==> config.mk <==
export PLATFORM = sky130hd
export DESIGN_NAME = led_status_ctrl
export DESIGN_NICKNAME = d
export VERILOG_FILES = /design/src/rtl/led_status_ctrl.sv
export SDC_FILE = /design/constraint.sdc
export NUM_CORES = 1
export LEC_CHECK = 0
export BUFFER_PORTS_ARGS = -buffer_cell sky130_fd_sc_hd__buf_2
export CAP_MARGIN = 30
export CORE_MARGIN = 4
export CORE_UTILIZATION = 63
export DETAILED_ROUTE_END_ITERATION = 6
export GPL_ROUTABILITY_DRIVEN = 1
export HOLD_SLACK_MARGIN = 0.06
export PLACE_DENSITY = 0.86
export RECOVER_POWER = 50
export SYNTH_ARGS = -nofsm -noshare
export SYNTH_HDL_FRONTEND = slang
export SYNTH_SLANG_ARGS = --single-unit
export TNS_END_PERCENT = 20
==> constraint.sdc <==
create_clock -name clk -period 3.68 [get_ports clk]
set_input_delay 0.736 -clock clk [delete_from_list [all_inputs] [get_ports clk]]
set_output_delay 0.736 -clock clk [all_outputs]
set_load 0.01 [all_outputs]
==> src/rtl/led_status_ctrl.sv <==
// Multi-channel status LED driver: per-channel off / on / heartbeat / activity-blink modes.
// Activity blinks are stretched to a guaranteed-visible dark+lit pair, with one collapsed follow-on blink.
module led_status_ctrl #(
    parameter int NUM_CH     = 4,
    parameter int CNT_W      = 24,
    parameter int BLINK_HALF = 6250000,
    parameter bit ACTIVE_LOW = 1'b0
) (
    input  logic                clk,
    input  logic                rst,
    input  logic [2*NUM_CH-1:0] mode_i,
    input  logic [NUM_CH-1:0]   act_i,
    output logic [NUM_CH-1:0]   led_o
);

    // A one-cycle blink still needs a 1-bit timer, which then simply stays at zero.
    localparam int              TMR_W    = (BLINK_HALF > 1) ? $clog2(BLINK_HALF) : 1;
    localparam logic [TMR_W-1:0] TMR_LOAD = TMR_W'(BLINK_HALF - 1);

    localparam logic [1:0] MODE_OFF = 2'd0;
    localparam logic [1:0] MODE_ON  = 2'd1;
    localparam logic [1:0] MODE_HB  = 2'd2;
    localparam logic [1:0] MODE_ACT = 2'd3;

    typedef enum logic [1:0] {
        IDLE   = 2'd0,
        OFF_PH = 2'd1,
        ON_PH  = 2'd2
    } blink_state_t;

    logic [CNT_W-1:0] cnt;

    // NOTE: all state updates use non-blocking assignments so every register samples pre-edge values.
    always_ff @(posedge clk) begin
        if (rst) begin
            cnt <= '0;
        end else begin
            cnt <= cnt + CNT_W'(1);
        end
    end

    for (genvar i = 0; i < NUM_CH; i++) begin : g_ch
        blink_state_t     state;
        logic [TMR_W-1:0] timer;
        logic             pending;
        logic             led_q;
        logic [1:0]       mode;
        logic             act;
        logic             raw;

        assign mode     = mode_i[2*i +: 2];
        assign act      = act_i[i];
        assign led_o[i] = led_q;

        always_comb begin
            raw = 1'b0;
            case (mode)
                MODE_OFF: raw = 1'b0;
                MODE_ON:  raw = 1'b1;
                MODE_HB:  raw = cnt[CNT_W-1];
                default:  raw = (state != OFF_PH);
            endcase
        end

        always_ff @(posedge clk) begin
            if (rst) begin
                state   <= IDLE;
                timer   <= '0;
                pending <= 1'b0;
                led_q   <= ACTIVE_LOW;
            end else begin
                led_q <= raw ^ ACTIVE_LOW;
                if (mode != MODE_ACT) begin
                    // Leaving activity mode aborts any blink and drops queued events.
                    state   <= IDLE;
                    timer   <= '0;
                    pending <= 1'b0;
                end else begin
                    case (state)
                        IDLE: begin
                            if (act) begin
                                state <= OFF_PH;
                                timer <= TMR_LOAD;
                            end
                        end
                        OFF_PH: begin
                            if (act) begin
                                pending <= 1'b1;
                            end
                            if (timer == '0) begin
                                state <= ON_PH;
                                timer <= TMR_LOAD;
                            end else begin
                                timer <= timer - TMR_W'(1);
                            end
                        end
                        ON_PH: begin
                            if (timer == '0) begin
                                // An event on the final lit cycle chains straight into the next blink.
                                if (pending || act) begin
                                    state   <= OFF_PH;
                                    timer   <= TMR_LOAD;
                                    pending <= 1'b0;
                                end else begin
                                    state <= IDLE;
                                end
                            end else begin
                                timer <= timer - TMR_W'(1);
                                if (act) begin
                                    pending <= 1'b1;
                                end
                            end
                        end
                        default: begin
                            state   <= IDLE;
                            timer   <= '0;
                            pending <= 1'b0;
                        end
                    endcase
                end
            end
        end
    end

endmodule

**Word-level counts from Yosys, hierarchy flattened**

Cells that the tools add are included.

- Logic and storage cells: 158
- Input port bits: 14
- Bits in registers: 132

- $add $sub $neg: 5
- Muxes and demuxes: 60
- Bitwise operators: 4
- Equal/unequal tests: 40
- Reduce and logical (&&, ||, !) cells: 32

Operator list:

| cell | number |
|---|---|
| $mux W23 | 16 |
| $pmux W23 S3 | 4 |
| $logic_not A23 Y1 | 4 |
| $sub A23 B1 Y23 const B | 4 |
| $ne A2 B2 Y1 const B | 16 |
| $add A24 B1 Y24 const B | 1 |
| $mux W2 | 12 |
| $pmux W1 S3 | 8 |
| $pmux W2 S3 | 4 |
| $eq A2 B1 Y1 const B | 8 |
| $eq A2 B2 Y1 const B | 8 |
| $logic_not A2 Y1 | 8 |
| $mux W1 | 16 |
| $reduce_and A2 Y1 | 8 |
| $ne A3 B3 Y1 const B | 4 |
| $reduce_and A3 Y1 | 4 |
| $ne A2 B1 Y1 const B | 4 |
| $reduce_or A2 Y1 | 4 |
| $logic_or A1 B1 Y1 | 4 |
| $not A1 Y1 | 4 |

**Longest topological paths before layout**

Gate-level depths: netlist of run 1.

- Depth after elaboration: 4
- Depth in mapped cells: 10
- Gate-level depth less buffers: 8

**Least setup slack after synthesis of run 1**

No wires, ideal clock.

- Path type: register to register
- Start: reg g_ch[2].timer[0]
- End: reg g_ch[2].timer[16]
- Arrival: 2.434 ns
- Setup time: 0.117 ns
- Data required time: 3.563 ns
- Setup slack: 1.128 ns
- Period minus slack after synthesis: 2.552 ns
- Cell stages (with the launch flop): 9
- Buffers on the path: 0
- Path through: dfxtp_1 -> inv_1 -> ha_1 -> or3b_2 -> or4b_2 -> or3_1 -> nor3_1 -> o21bai_1 -> a32o_1

- Cells in the longest elaborated chain, start to end: 3

Ends and longest elaborated chain:

| what | line | source |
|---|---|---|
| start, declared | 44 | `logic [TMR_W-1:0] timer;` |
| start signal, assigned | 94 | `timer <= timer - TMR_W'(1);` |
| start signal, assigned | 108 | `timer <= timer - TMR_W'(1);` |
| $sub A23 B1 Y23 / $logic_not A23 Y1 (equally long branches) | -- |  |
| $mux W23, or another cell as far along | 98 | `if (timer == '0) begin` |
| $pmux W23 S3 / $reduce_and A2 Y1 (equally long branches) | -- |  |

Parallel ways exist; a longest one is shown, timed or not.
A chain may end at the register's enable or synchronous reset.

**Worst setup path after layout of run 1**

- Start: reg g_ch[1].timer[0]
- End: reg g_ch[1].timer[15]

- Cells in the longest elaborated chain, start to end: 3

Ends and longest elaborated chain:

| what | line |
|---|---|
| start, declared | 44 |
| start signal, assigned | 94 |
| start signal, assigned | 108 |
| $sub A23 B1 Y23 / $logic_not A23 Y1 (equally long branches) | -- |
| $mux W23, or another cell as far along | 98 |
| $pmux W23 S3 / $reduce_and A2 Y1 (equally long branches) | -- |

Parallel ways exist; a longest one is shown, timed or not.

==> out/metrics.cfg, run 1 <==
[finish]
num-nets-final = 988
antenna-diode-count = 0
layout.cells.non_filler = 1106
n_fill_cell = 918
drive_gt1_frac = 0.0727
mostFrequentLayoutCell = dfxtp_1
regArea_mm2 = 0.00264
layout_common_cells = dfxtp_1 (132), nor2_1 (126), o21ai_0 (80)
syn2layout_area_growth_pct = 10.7
multiInputGateArea_mm2 = 0.00446

[sta]
hold_violations = 0
fin_crit_ps = 2980
whs_ps = 475
fmax_mhz = 335
slew_violations = 0
worstMarginPinSlew_ps = 1000
rsz0062_at_grt = false
setup_violations = 0
max-slew-margin-rel = 0.328
skew_ps = 8.32
fin_setup_tns_ps = 0
finalCritPeriodShare = 0.811

[logic_synthesis]
synth.top_cell.area_share = 0.359
yosysWarnings = 0
synth_edf_count = 0
syn_area_mm2 = 0.00736
synth-seq-cells = 132
netlist_top_cells_area = dfxtp_1 (36%), nor2_1 (6.4%), o21ai_0 (5.4%), a21oi_1 (4.3%), ha_1 (4.1%)
ys_dominant_reg_cell = dfxtp_1
synth_top_area_cell = dfxtp_1
ys_types = 67
synth-async-reset-ratio = 0
synth_nets = 973
syn_avg_cell_area_um2 = 7.87
ys_seq_area_frac = 0.359
syn_inst = 935

[grt]
gr-usage-all-layers = 0.273
grt-ovfl-total = 0
antenna_found_initial = 0
grt_max_degree = 23
grt_pass1_wl_mm = 30.1
grt_pass1_vias = 6497

[run_status]
status = completed

[worst_setup_path]
worstPathRequired_ps = 3950
reg2reg_depth = 8
r2r_end = g_ch[1].timer[15]$_SDFFE_PP0P_
cp-endpoint = g_ch[1].timer[15]$_SDFFE_PP0P_
rrSetupSlack_ps = 700
crit_path_end_kind = flop
cp.depth = 8
crit_start = g_ch[1].timer[0]$_SDFFE_PP0P_
critical_path_class = reg -> reg
crit_family = simple AND/OR/NAND/NOR gates
worst_path_max_delay_cell = o21ai_1
slowest_delay_ps = 640
cp_data_arrival_time_ps = 3250
start_kind = flop
critPathMaxFanout = 8
r2r_start = g_ch[1].timer[0]$_SDFFE_PP0P_
worstPathCellList = inv_1, ha_1, or4b_2, nor4_1, and2_0, nor3b_1, o21ai_1, nor2_1
crit_buf_inv = 1

[floorplan]
num_rows = 39
core_mm2 = 0.0114
io_pins = 18
fp.dieW_um = 116
die_h_um = 116
die-area_mm2 = 0.0135
start_util = 0.645

[power]
worst_ir_drop_vdd_uv = 537
power_mw = 3.83
p_clk_frac = 0.452
internal_power_mw = 2.80
p_per_area_mw_per_mm2 = 470
pwr-share-comb = 0.155
p_sw_mw = 1.03
p_sw_frac = 0.268
seqPwrFrac = 0.394
leakage_nw = 3.25

[min_path]
hp-class = reg -> reg

[route]
drc = 0
viasPerCell = 6.42
drtIter0Drc = 800
post_drt_wl_per_cell_um = 16.1
wirelength_mm = 17.8
detail-route-antenna-nets = 0
dr.pass1.iters = 6
num_vias = 7101

[clock_tree]
cts.sinks = 132
clk_pin_slew_worst_paths_ps = 60
hold_buffers = 0
clockRootBuffer = clkbuf_16
cts_buffer_depth = 2
numCtsBuffers = 17
clk_latency_ps = 420
post_cts.repair.setup_buffers = 0
cts_resized = 0
cts.htree.levels = 4
cts_tree = done

[place]
dp_hpwl_mm = 12.0
port_buffers = 17
gp_congestion = 1.01
post-place-cells = 1074

[flow_run]
max_cap_violations = 0

-- registers in the layout, summed over array words and instances, names as in the netlist --
| register | flops |
|---|---|
| g_ch.led_q | 4 |
| g_ch.timer | 92 |
| cnt | 24 |
| g_ch.state | 8 |
| g_ch.pending | 4 |
-- kinds of logic (layout without fill, tap and decap cells) --
family / count (synthesis) / after routing / synth area share
AND/OR/NAND/NOR: 418 / 418 / 0.289
AO/OA/AOI/OAI: 255 / 255 / 0.223
flip-flops: 132 / 132 / 0.359
buffers and inverters: 61 / 89 / 0.0338
XOR/XNOR: 41 / 41 / 0.0488
adder cells (fa/ha/maj): 24 / 24 / 0.0408
multiplexers: 4 / 4 / 0.00544
-- worst reg2reg max path, stage by stage (launching register included) --
cell and delay, ps:
dfxtp_1 350, inv_1 90, ha_1 140, or4b_2 590, nor4_1 430, and2_0 380
nor3b_1 90, o21ai_1 640, nor2_1 120
-- routing by layer --
| metal | part of all wire | track usage | wire length (µm) | up-vias |
|---|---|---|---|---|
| met5 | 0 | 0 | 0 | - |
| met2 | 0.47 | 0.460 | 8360 | 305 |
| met4 | 0.016 | 0.0874 | 276 | 0 |
| met3 | 0.067 | 0.0653 | 1200 | 39 |
| met1 | 0.45 | 0.348 | 7940 | 3294 |
| li1 | - | - | - | 3463 |
-- how the worst min path moves through the flow --
stage	startpoint	end	slack, ps	depth (start not counted)
floorplan	cnt[0]$_SDFF_PP0_	cnt[0]$_SDFF_PP0_	440	1
global placement	cnt[0]$_SDFF_PP0_	cnt[0]$_SDFF_PP0_	460	1
detailed placement	cnt[0]$_SDFF_PP0_	cnt[0]$_SDFF_PP0_	460	1
CTS	cnt[0]$_SDFF_PP0_	cnt[0]$_SDFF_PP0_	480	1
global route	g_ch[1].timer[16]$_SDFFE_PP0P_	g_ch[1].timer[16]$_SDFFE_PP0P_	500	1
finish	cnt[0]$_SDFF_PP0_	cnt[0]$_SDFF_PP0_	470	1
-- cell usage after synthesis (4+ instances only) --
library cell and count:
nor2b_1 7, a21o_1 11, o21bai_1 6, nand4b_1 4, a32o_1 12, xnor2_1 22, dfxtp_1 132, nand2b_1 11
a221o_1 8, a31oi_1 8, xor2_1 19, or4_1 13, buf_2 4, nor3b_1 7, or3_1 27, clkbuf_1 20
nor3_1 45, o21a_1 5, or2_2 12, mux2i_1 4, nor2_1 126, nor4_1 19, and2_1 4, o21ai_0 80
ha_1 24, o31ai_1 11, a22o_1 12, nand4_1 7, a21oi_1 63, inv_1 30, nand2_1 72, a311oi_1 8
and3_1 5, nand3_1 38, buf_4 4
-- power groups by stage --
stage / clock network, mW / logic (mW) / registers [mW]
final: 1.73 / 0.593 / 1.51
after global routing: 1.82 / 0.658 / 1.51
after CTS: 1.75 / 0.584 / 1.51
after detailed placement: 0 / 0.574 / 1.54
after global placement: 0 / 0.565 / 1.53
after floorplan: 0 / 0.455 / 1.53
-- layout make-up --
class                           instances  area share
Inverter                               30      0.0138
Sequential cell                       132       0.324
Clock buffer                           23      0.0587
Multi-Input combinational cell        742       0.548
Tap cell                              143      0.0220
Timing Repair Buffer                   27      0.0175
Clock inverter                          9      0.0155
-- through the flow --
step / util / setup slack [ps] / cell area (µm²)
after floorplan: - / 1130 / 7360
after global placement: 0.662 / 800 / 7560
after detailed placement: 0.662 / 776 / 7560
after CTS: 0.715 / 730 / 8170
after global routing: 0.713 / 442 / 8150
final: 0.713 / 697 / 8150
Note: power is estimated with default switching activity, not from simulation.
==> inputs of run 2 (changes only) <==
--- a/config.mk
+++ b/config.mk
@@ -8,11 +8,11 @@
 export BUFFER_PORTS_ARGS = -buffer_cell sky130_fd_sc_hd__buf_2
 export CAP_MARGIN = 30
 export CORE_MARGIN = 4
-export CORE_UTILIZATION = 63
+export CORE_UTILIZATION = 57
 export DETAILED_ROUTE_END_ITERATION = 6
 export GPL_ROUTABILITY_DRIVEN = 1
 export HOLD_SLACK_MARGIN = 0.06
-export PLACE_DENSITY = 0.86
+export PLACE_DENSITY = 0.83
 export RECOVER_POWER = 50
 export SYNTH_ARGS = -nofsm -noshare
 export SYNTH_HDL_FRONTEND = slang
==> constraint.sdc (replaced) <==
create_clock -name clk -period 2.41 [get_ports clk]
set_input_delay 0.482 -clock clk [delete_from_list [all_inputs] [get_ports clk]]
set_output_delay 0.482 -clock clk [all_outputs]
set_load 0.01 [all_outputs]
==> run 2 against run 1 <==
- maximum frequency rose by 24%
- cell area rose by 8.5%
- combinational power rose by 85%
- critical path depth fell by 2
- global-route usage fell by 2.1 points
- sequential share of layout area fell by 2.5 points
- wire length rose by 3.1%
- register-to-register slack got worse by 690 ps
- highest routed layer unchanged
==> out/metrics.cfg, run 2 (synthesis results as in run 1) <==
[worst_setup_path]
r2r_start = g_ch[3].timer[11]$_SDFFE_PP0P_
critical_path_class = reg -> reg
reg2reg_depth = 6
rrSetupSlack_ps = 8
start_kind = flop
r2r_end = g_ch[3].timer[20]$_SDFFE_PP0P_
critPathMaxFanout = 4
cp_data_arrival_time_ps = 2710
crit_path_end_kind = flop
worstPathRequired_ps = 2720

[floorplan]
io_pins = 18
core_mm2 = 0.0126
start_util = 0.583
die_h_um = 122
fp.dieW_um = 122
die-area_mm2 = 0.0148
num_rows = 41

[clock_tree]
numCtsBuffers = 17
clk_latency_ps = 420
cts.htree.levels = 4
post_cts.repair.setup_buffers = 0
clockRootBuffer = clkbuf_16
cts.sinks = 132
clk_pin_slew_worst_paths_ps = 60
cts_buffer_depth = 2
cts_tree = done

[finish]
largest_reg_flops = 92
layout_common_cells = dfxtp_1 (132), nor2_1 (122), o21ai_0 (78)
drive_gt1_frac = 0.162
reg_top3 = g_ch.timer: 92 flops, cnt: 24 flops, g_ch.state: 8 flops
fin_area_mm2 = 0.00884
syn2layout_area_growth_pct = 20.1
mostFrequentLayoutCell = dfxtp_1
largest_register = g_ch.timer
antenna-diode-count = 0
n_fill_cell = 986
num-nets-final = 1057

[run_status]
status = completed

[sta]
slew_violations = 0
fin_crit_ps = 2400
hold_violations = 0
setup_ws_ps = 8.05
skew_ps = 6.34
worstMarginPinSlew_ps = 729
fmax_mhz = 416
rsz0062_at_grt = true
setup_violations = 0
finalCritPeriodShare = 0.997
max-slew-margin-rel = 0.513

[min_path]
hold_path_startpoint = rst
hold_depth = 2
hp-class = in -> reg
whs_endpoint = g_ch[0].led_q$_SDFF_PP0_

[place]
port_buffers = 17
place_area_mm2 = 0.00817
dp_slack_ps = -9.46
gp_congestion = 0.961
dp_hpwl_mm = 13.0

[grt]
grt_use_met2 = 0.410
gr-max-usage-layer = met2
grt_max_degree = 21
grt_pass1_wl_mm = 30.7
gr-usage-all-layers = 0.252
grt-ovfl-total = 0
grtUsageMet1 = 0.330
grt_pass1_vias = 6728
antenna_found_initial = 0
met3_usage = 0.0552

[power]
p_per_area_mw_per_mm2 = 657
leakage_nw = 3.59
worst_ir_drop_vdd_uv = 552

[route]
num_vias = 7306
post_drt_wl_per_cell_um = 15.2
drtIter0Drc = 728
wirelength_mm = 18.3
detail-route-antenna-nets = 0
drc = 0
viasPerCell = 6.07
dr.pass1.iters = 6

[flow_run]
max_cap_violations = 0

==> run 2: cell count changes in the layout (fill, tap and decap cells not counted), sizes merged <==
cell,delta
clkinvlp,+6
buf,+64
clkbuf,+1
bufinv,-2
==> run 2: where the power goes <==
group	switching, mW	internal, mW
combinational	0.631	0.470
clock	0.976	1.43
sequential	0.0545	2.24
total	1.66	4.14
==> run 2: how the worst max path moves through the flow <==
stage,from,endpoint,slack (ps),cells after the start
after detailed placement,g_ch[2].timer[0]$_SDFFE_PP0P_,g_ch[2].timer[12]$_SDFFE_PP0P_,-9,7
final,g_ch[3].timer[11]$_SDFFE_PP0P_,g_ch[3].timer[20]$_SDFFE_PP0P_,8,6
after global placement,g_ch[2].timer[0]$_SDFFE_PP0P_,g_ch[2].timer[22]$_SDFFE_PP0P_,40,8
after floorplan,g_ch[1].timer[0]$_SDFFE_PP0P_,g_ch[1].timer[10]$_SDFFE_PP0P_,-30,8
after global routing,g_ch[2].timer[0]$_SDFFE_PP0P_,g_ch[2].timer[16]$_SDFFE_PP0P_,-70,8
after CTS,g_ch[3].timer[0]$_SDFFE_PP0P_,g_ch[3].timer[16]$_SDFFE_PP0P_,2,8
==> run 2: layer usage <==
layer,routed length (µm),part of all wire
met1,8130,0.44
met2,8670,0.47
met3,1220,0.066
met4,315,0.017
met5,0,0
==> run 2: worst max-delay path: stages (launching register included) <==
cell and delay, ps:
dfxtp_1 310, or4_4 550, or2_4 270, or3_4 390, or3_1 320, a21o_1 180, a221o_1 280
==> run 2: area by class of cell <==
cell class | count | area (µm²) | share of cell area
Timing Repair Buffer | 96 | 674 | 0.0763
Multi-Input combinational cell | 742 | 4640 | 0.525
Inverter | 30 | 113 | 0.0127
Clock inverter | 13 | 111 | 0.0126
Tap cell | 172 | 215 | 0.0244
Sequential cell | 132 | 2640 | 0.299
Clock buffer | 19 | 443 | 0.0501
==> run 2: stage by stage <==
step,cells,total power [mW],hold WS (ps),setup TNS [ps],utilization
floorplan,935,3.04,442,-95.2,-
global placement,1172,3.36,465,0,0.647
detailed placement,1172,3.37,465,-27.9,0.647
CTS,1204,5.79,253,0,0.692
global route,1204,6.07,327,-863,0.700
finish,1204,5.81,313,0,0.700
==> run 2: timing repair <==
action	in CTS	in global routing
hold buffers	0	0
gates resized for setup	2	31
setup endpoints to repair	8	70
pin swaps	1	4
